--- src/rtl/cpu_pkg.sv ---
`default_nettype none
// ============================================================================
// Module   : cpu_pkg
// Purpose  : Shared CPU encodings: MULTU FSM states and HI/LO read-mux selects.
// Revision : 1.0 - initial release
// ============================================================================
package cpu_pkg;

    typedef enum logic [1:0] {
        MULTU_IDLE = 2'd0,
        MULTU_RUN  = 2'd1,
        MULTU_DONE = 2'd2
    } multu_state_e;

    localparam logic [1:0] HILO_SEL_ALU = 2'b00;
    localparam logic [1:0] HILO_SEL_HI  = 2'b01;
    localparam logic [1:0] HILO_SEL_LO  = 2'b10;
    localparam logic [1:0] HILO_SEL_SHT = 2'b11;

endpackage
`default_nettype wire

--- src/rtl/multu_datapath.sv ---
`default_nettype none
// ============================================================================
// Module   : multu_datapath
// Purpose  : Shift-add unsigned multiplier datapath (one partial product/step).
//            Option MULTU_EARLY_EXIT_EN exposes a remaining-multiplier-zero flag.
// Revision : 1.0 - initial release
// ============================================================================
module multu_datapath
    import cpu_pkg::*;
#(
    parameter int WIDTH = 32
) (
    input  logic               clk,
    input  logic               rst_n,
    input  logic               load,
    input  logic               step,
    input  logic [WIDTH-1:0]   op_a,
    input  logic [WIDTH-1:0]   op_b,
`ifdef MULTU_EARLY_EXIT_EN
    output logic               mplier_rest_zero,
`endif
    output logic [2*WIDTH-1:0] prod_next
);

    logic [2*WIDTH-1:0] mcand_q,  mcand_d;
    logic [WIDTH-1:0]   mplier_q, mplier_d;
    logic [2*WIDTH-1:0] prod_q,   prod_d;

    // Product after the step performed in the current cycle
    assign prod_next = prod_q + (mplier_q[0] ? mcand_q : '0);

`ifdef MULTU_EARLY_EXIT_EN
    assign mplier_rest_zero = (mplier_q[WIDTH-1:1] == '0);
`endif

    always_comb begin
        mcand_d  = mcand_q;
        mplier_d = mplier_q;
        prod_d   = prod_q;
        if (load) begin
            mcand_d  = {{WIDTH{1'b0}}, op_a};
            mplier_d = op_b;
            prod_d   = '0;
        end else if (step) begin
            mcand_d  = mcand_q << 1;
            mplier_d = mplier_q >> 1;
            prod_d   = prod_next;
        end
    end

    always_ff @(posedge clk or negedge rst_n) begin
        if (!rst_n) begin
            mcand_q  <= '0;
            mplier_q <= '0;
            prod_q   <= '0;
        end else begin
            mcand_q  <= mcand_d;
            mplier_q <= mplier_d;
            prod_q   <= prod_d;
        end
    end

endmodule
`default_nettype wire

--- src/rtl/multu_hilo_unit.sv ---
`default_nettype none
// ============================================================================
// Module   : multu_hilo_unit
// Purpose  : Multi-cycle MULTU with HI/LO registers, read mux and hazard stall.
//            Option MULTU_EARLY_EXIT_EN ends RUN once remaining multiplier is 0.
// Revision : 1.0 - initial release
// ============================================================================
module multu_hilo_unit
    import cpu_pkg::*;
#(
    parameter int WIDTH = 32
) (
    input  logic             clk,
    input  logic             rst_n,
    input  logic             start,
    input  logic             flush,
    input  logic [WIDTH-1:0] op_a,
    input  logic [WIDTH-1:0] op_b,
    input  logic [1:0]       hilo_sel,
    output logic [WIDTH-1:0] hilo_data,
    output logic             busy,
    output logic             done,
    output logic             hilo_stall
);

    multu_state_e       state_q, state_d;
    logic [WIDTH-1:0]   hi_q, hi_d;
    logic [WIDTH-1:0]   lo_q, lo_d;
    logic               load;
    logic               step;
    logic               last_step;
    logic [2*WIDTH-1:0] prod_next;

`ifdef MULTU_EARLY_EXIT_EN
    logic mplier_rest_zero;
    assign last_step = mplier_rest_zero;
`else
    localparam int CNT_W = $clog2(WIDTH);
    logic [CNT_W-1:0] cnt_q, cnt_d;
    assign last_step = (cnt_q == CNT_W'(WIDTH - 1));
`endif

    multu_datapath #(
        .WIDTH (WIDTH)
    ) u_datapath (
        .clk              (clk),
        .rst_n            (rst_n),
        .load             (load),
        .step             (step),
        .op_a             (op_a),
        .op_b             (op_b),
`ifdef MULTU_EARLY_EXIT_EN
        .mplier_rest_zero (mplier_rest_zero),
`endif
        .prod_next        (prod_next)
    );

    always_comb begin
        state_d = state_q;
        hi_d    = hi_q;
        lo_d    = lo_q;
        load    = 1'b0;
        step    = 1'b0;
`ifndef MULTU_EARLY_EXIT_EN
        cnt_d   = cnt_q;
`endif
        case (state_q)
            MULTU_RUN: begin
                // Flush abandons the multiply; HI/LO keep the previous result
                if (flush) begin
                    state_d = MULTU_IDLE;
                end else begin
                    step = 1'b1;
`ifndef MULTU_EARLY_EXIT_EN
                    cnt_d = cnt_q + 1'b1;
`endif
                    if (last_step) begin
                        hi_d    = prod_next[2*WIDTH-1:WIDTH];
                        lo_d    = prod_next[WIDTH-1:0];
                        state_d = MULTU_DONE;
                    end
                end
            end
            default: begin
                if (start && !flush) begin
                    load    = 1'b1;
                    state_d = MULTU_RUN;
`ifndef MULTU_EARLY_EXIT_EN
                    cnt_d   = '0;
`endif
                end else begin
                    state_d = MULTU_IDLE;
                end
            end
        endcase
    end

    always_ff @(posedge clk or negedge rst_n) begin
        if (!rst_n) begin
            state_q <= MULTU_IDLE;
            hi_q    <= '0;
            lo_q    <= '0;
`ifndef MULTU_EARLY_EXIT_EN
            cnt_q   <= '0;
`endif
        end else begin
            state_q <= state_d;
            hi_q    <= hi_d;
            lo_q    <= lo_d;
`ifndef MULTU_EARLY_EXIT_EN
            cnt_q   <= cnt_d;
`endif
        end
    end

    assign busy       = (state_q == MULTU_RUN);
    assign done       = (state_q == MULTU_DONE);
    assign hilo_stall = busy && ((hilo_sel == HILO_SEL_HI) || (hilo_sel == HILO_SEL_LO));

    always_comb begin
        case (hilo_sel)
            HILO_SEL_HI: hilo_data = hi_q;
            HILO_SEL_LO: hilo_data = lo_q;
            default:     hilo_data = '0;
        endcase
    end

endmodule
`default_nettype wire

--- config.mk ---
export PLATFORM = sky130hd
export DESIGN_NAME = multu_hilo_unit
export DESIGN_NICKNAME = d
export VERILOG_FILES = /design/src/rtl/cpu_pkg.sv /design/src/rtl/multu_datapath.sv /design/src/rtl/multu_hilo_unit.sv
export SDC_FILE = /design/constraint.sdc
export NUM_CORES = 1
export LEC_CHECK = 0
export CAP_MARGIN = 40
export CORE_MARGIN = 2
export CORE_UTILIZATION = 54
export DETAILED_ROUTE_END_ITERATION = 10
export PLACE_DENSITY = 0.78
export SYNTH_ARGS = -nofsm -noshare
export SYNTH_HDL_FRONTEND = slang
export SYNTH_SLANG_ARGS = --single-unit
--- constraint.sdc ---
create_clock -name clk -period 3.38 [get_ports clk]
set_input_delay 0.676 -clock clk [delete_from_list [all_inputs] [get_ports clk]]
set_output_delay 0.676 -clock clk [all_outputs]
set_load 0.01 [all_outputs]
==> metrics.cfg <==
[pwr]
peakVddDrop_mv=0.4390
p_clk_share_pct=38.2
p_total_w=0.007465
p_sw_w=0.002130
power_frac_comb_pct=19.5
seqPwrFrac_pct=42.2
p_sw_share_pct=28.53
p_int_w=0.005335
leakage_nw=7.842
power.density_nw_per_um2=434.0

[final_layout]
syn2layout_area_growth_pct=29.63
seqCellArea_sq_um=5782
multi_input_area_sq_um=7620
nNetsFinal=1807
fin_util_pct=70.93
fill_cells=1838
antenna_cells=0
finalNonFillerCells=2009
stdcell_area_sq_um=17200
drive_above_1_share_pct=20.47

[setup_path]
setup.worst_path.start_class=register
worst_setup_path_end_kind=register
slowest_stage=dfrtp_2
path_class=reg2reg
critPathMostFrequentCell=buf_6
r2r-start=u_datapath.mplier_q[0]
ff2ff_path_depth=15
required_ns=3.80
crit_path_end=hi_q[29]
critPathLaunch=u_datapath.mplier_q[0]
arrival_ns=3.84
rrSetupSlack_ns=-0.04
cp_slowest_stage_delay_ns=0.43
cp_cell_sequence=buf_6 > buf_6 > and2_1 > ha_4 > nand4_1 > nor4_2 > a22oi_1 > nor3_1 > a221oi_2 > buf_4 > a21oi_4 > a31oi_4 > o31a_1 > xnor2_2 > mux2_2
reg2reg_to=hi_q[29]
crit_fanout=5

[floorplanning]
initial_core_util_pct=54.72
fp.dieW_um=160.7
rows=57
core_sq_um=24250
die_y_um=160.7
ios=105
dieArea_sq_um=25840

[placement]
hpwl_um=26520
pre_cts_ws_ns=-0.1908
dp_cells=1946
globalplace.congestion=0.9512
dpl_cell_area_sq_um=15600
portBuffers=104

[global_route]
grt_pass1_wl_um=61630
grt.overflow.total=0
antenna_found_initial=0
grt_use_total_pct=29.12
grt_pass1_vias=11470
grt_max_degree=93

[clock_tree]
clock-sinks=231
path_clk_slew_ns=0.06
cts_buffers=26
cts.htree.levels=1
worstSkewPairLatency_ns=0.54
cts_root_buf=clkbuf_16
cts_tree=yes
clock_path_buffers=3

[drt]
vias_per_cell=6.039
drcViolationCount=0
vias=12130
wl_um=39260
dr.pass1.iters=5
antenna_left=0
drt_iter0_drc=1097
wl_per_cell_um=19.54

[sta]
worst_slew_pin_slew_ns=0.6963
hold_viol=0
final_max_slew_viol_count=0
finClkSkew_ns=0.01521
timing.final.crit_share_pct=101.1
slew_headroom_pct=53.58
fmax_mhz=292.7
rsz0062_at_grt=true
finalWorstSetupSlack_ns=-0.03616
setup_viol=2
fin_crit_ns=3.416

[worst_hold_path]
worstHoldPathType=in2async

[synth]
syn_inst=1467
yosysWarnings=0
synth_top_area_cell=dfrtp_1
synth_area_per_cell_sq_um=9.044
ys_seq_area_share_pct=43.57
synth.area.top_cells=dfrtp_1, ha_1, nand2_1
ys_async_sr_fraction_pct=100.0
synth_top_flop_cell=dfrtp_1
synth_top_area_share_pct=43.57
yosysUniqueCellTypes=61
ys_ff_latch=231
syn-num-nets=1605
synth_edf_count=0
synth_area_sq_um=13270

[run]
maxCapViolCount=0

[run_status]
violations=negative setup slack
status=finished, violations left

==> power by group through the flow <==
stage / clock network [W] / registers (W) / logic, W
global placement: 0 / 0.00317 / 0.00123
floorplan: 0 / 0.00312 / 0.000706
finish: 0.00285 / 0.00315 / 0.00146
detailed placement: 0 / 0.00318 / 0.00126
CTS: 0.00289 / 0.00313 / 0.00130
global route: 0.00301 / 0.00317 / 0.00159
==> kinds of logic (layout without fill, tap and decap cells) <==
family                     after synthesis  after routing  synth area share [%]
AOI/OAI and AO/OA                      523            523                 25.68
and+or+nand+nor                        442            442                 15.22
DFF                                    231            231                 43.57
buffers and inverters                  124            342                 3.527
adders and majority gates               68             68                 6.469
xor gates and xnor gates                61             61                 4.027
muxes                                   18             18                 1.509
==> worst min-delay path by stage <==
stage / start / endpoint
after detailed placement: u_datapath.mplier_q[29] / u_datapath.mplier_q[29]
after global routing: rst_n / lo_q[14]
after global placement: lo_q[4] / lo_q[4]
after CTS: rst_n / lo_q[14]
final: rst_n / lo_q[14]
after floorplan: rst_n / cnt_q[0]
==> metrics by stage <==
stage	TNS (ns)	hold slack (ns)
floorplan	0	0.3804
finish	-0.03975	0.1144
detailed placement	-5.041	0.4705
global placement	-1.317	0.4615
global route	-1.755	0.1696
CTS	0	0.1456
==> final cells by class <==
| class | count | share of cell area [%] |
|---|---|---|
| Sequential cell | 231 | 33.62 |
| Timing Repair Buffer | 282 | 14.40 |
| Tap cell | 324 | 2.357 |
| Clock buffer | 35 | 4.394 |
| Inverter | 16 | 0.3492 |
| Clock inverter | 9 | 0.5820 |
| Multi-Input combinational cell | 1112 | 44.30 |
==> flip-flops by register name, summed over array words and instances (netlist names) <==
name / flops
u_datapath.mplier_q: 32
state_q: 2
cnt_q: 5
u_datapath.mcand_q: 64
u_datapath.prod_q: 64
lo_q: 32
hi_q: 32
==> cells in the final DEF (no fill, tap or decap), types with 9 or more instances in the layout <==
cell             instances
ha_4                    22
a22o_1                  55
ha_1                    40
a22oi_1                 95
xnor2_1                 33
clkbuf_16               27
a21oi_1                 57
nor2_1                  73
a21o_1                  38
dfrtp_1                230
a21oi_2                 18
mux2_2                  16
and2_1                  55
buf_4                  164
o21ai_1                 27
o21bai_1                11
o21ai_0                156
nor3_1                  14
clkdlybuf4s50_1        102
nand3_1                 10
o21a_1                   9
nand2_1                218
xor2_1                  25
inv_1                   15
nand4_1                 23
==> worst max-delay path, delay by kind of cell, from the launching register on <==
family	cells	cell delay, ns
muxes	1	0.27
xor gates and xnor gates	1	0.15
and+or+nand+nor	4	0.94
adders and majority gates	1	0.27
AOI/OAI and AO/OA	5	0.77
DFF	1	0.43
buffers and inverters	3	0.45
==> Yosys cell counts (all sizes together), types with 3 or more instances <==
cell,number
o21ai,190
xor2,26
dfrtp,231
a21oi,78
nor3,16
mux2,16
o41ai,3
inv,16
a21o,39
a221oi,4
nor4,3
xnor2,35
a21boi,5
and3,3
nor2,75
clkbuf,104
nand4,25
buf,4
nand2,223
a22oi,95
a31oi,10
o21a,10
nor2b,7
a22o,55
nand3,12
nand2b,6
a211oi,5
o21bai,12
ha,67
or3,4
and2,65
==> per-layer routing <==
layer	up-vias	GRT usage [%]	wire length, um
met5	-	0	0
met4	0	7.224	903
met3	68	3.254	2129
met2	385	46.14	18590
met1	6021	43.10	17640
li1	5659	-	-
==> repair_timing <==
action / 4_1_cts / 5_1_grt
resized for setup: 9 / 115
hold buffers: 0 / 0
setup endpoints to repair: 56 / 62
setup buffers: 3 / 14
cloned: 0 / 2
pin swaps: 3 / 44
Note: power is estimated with default switching activity, not from simulation.
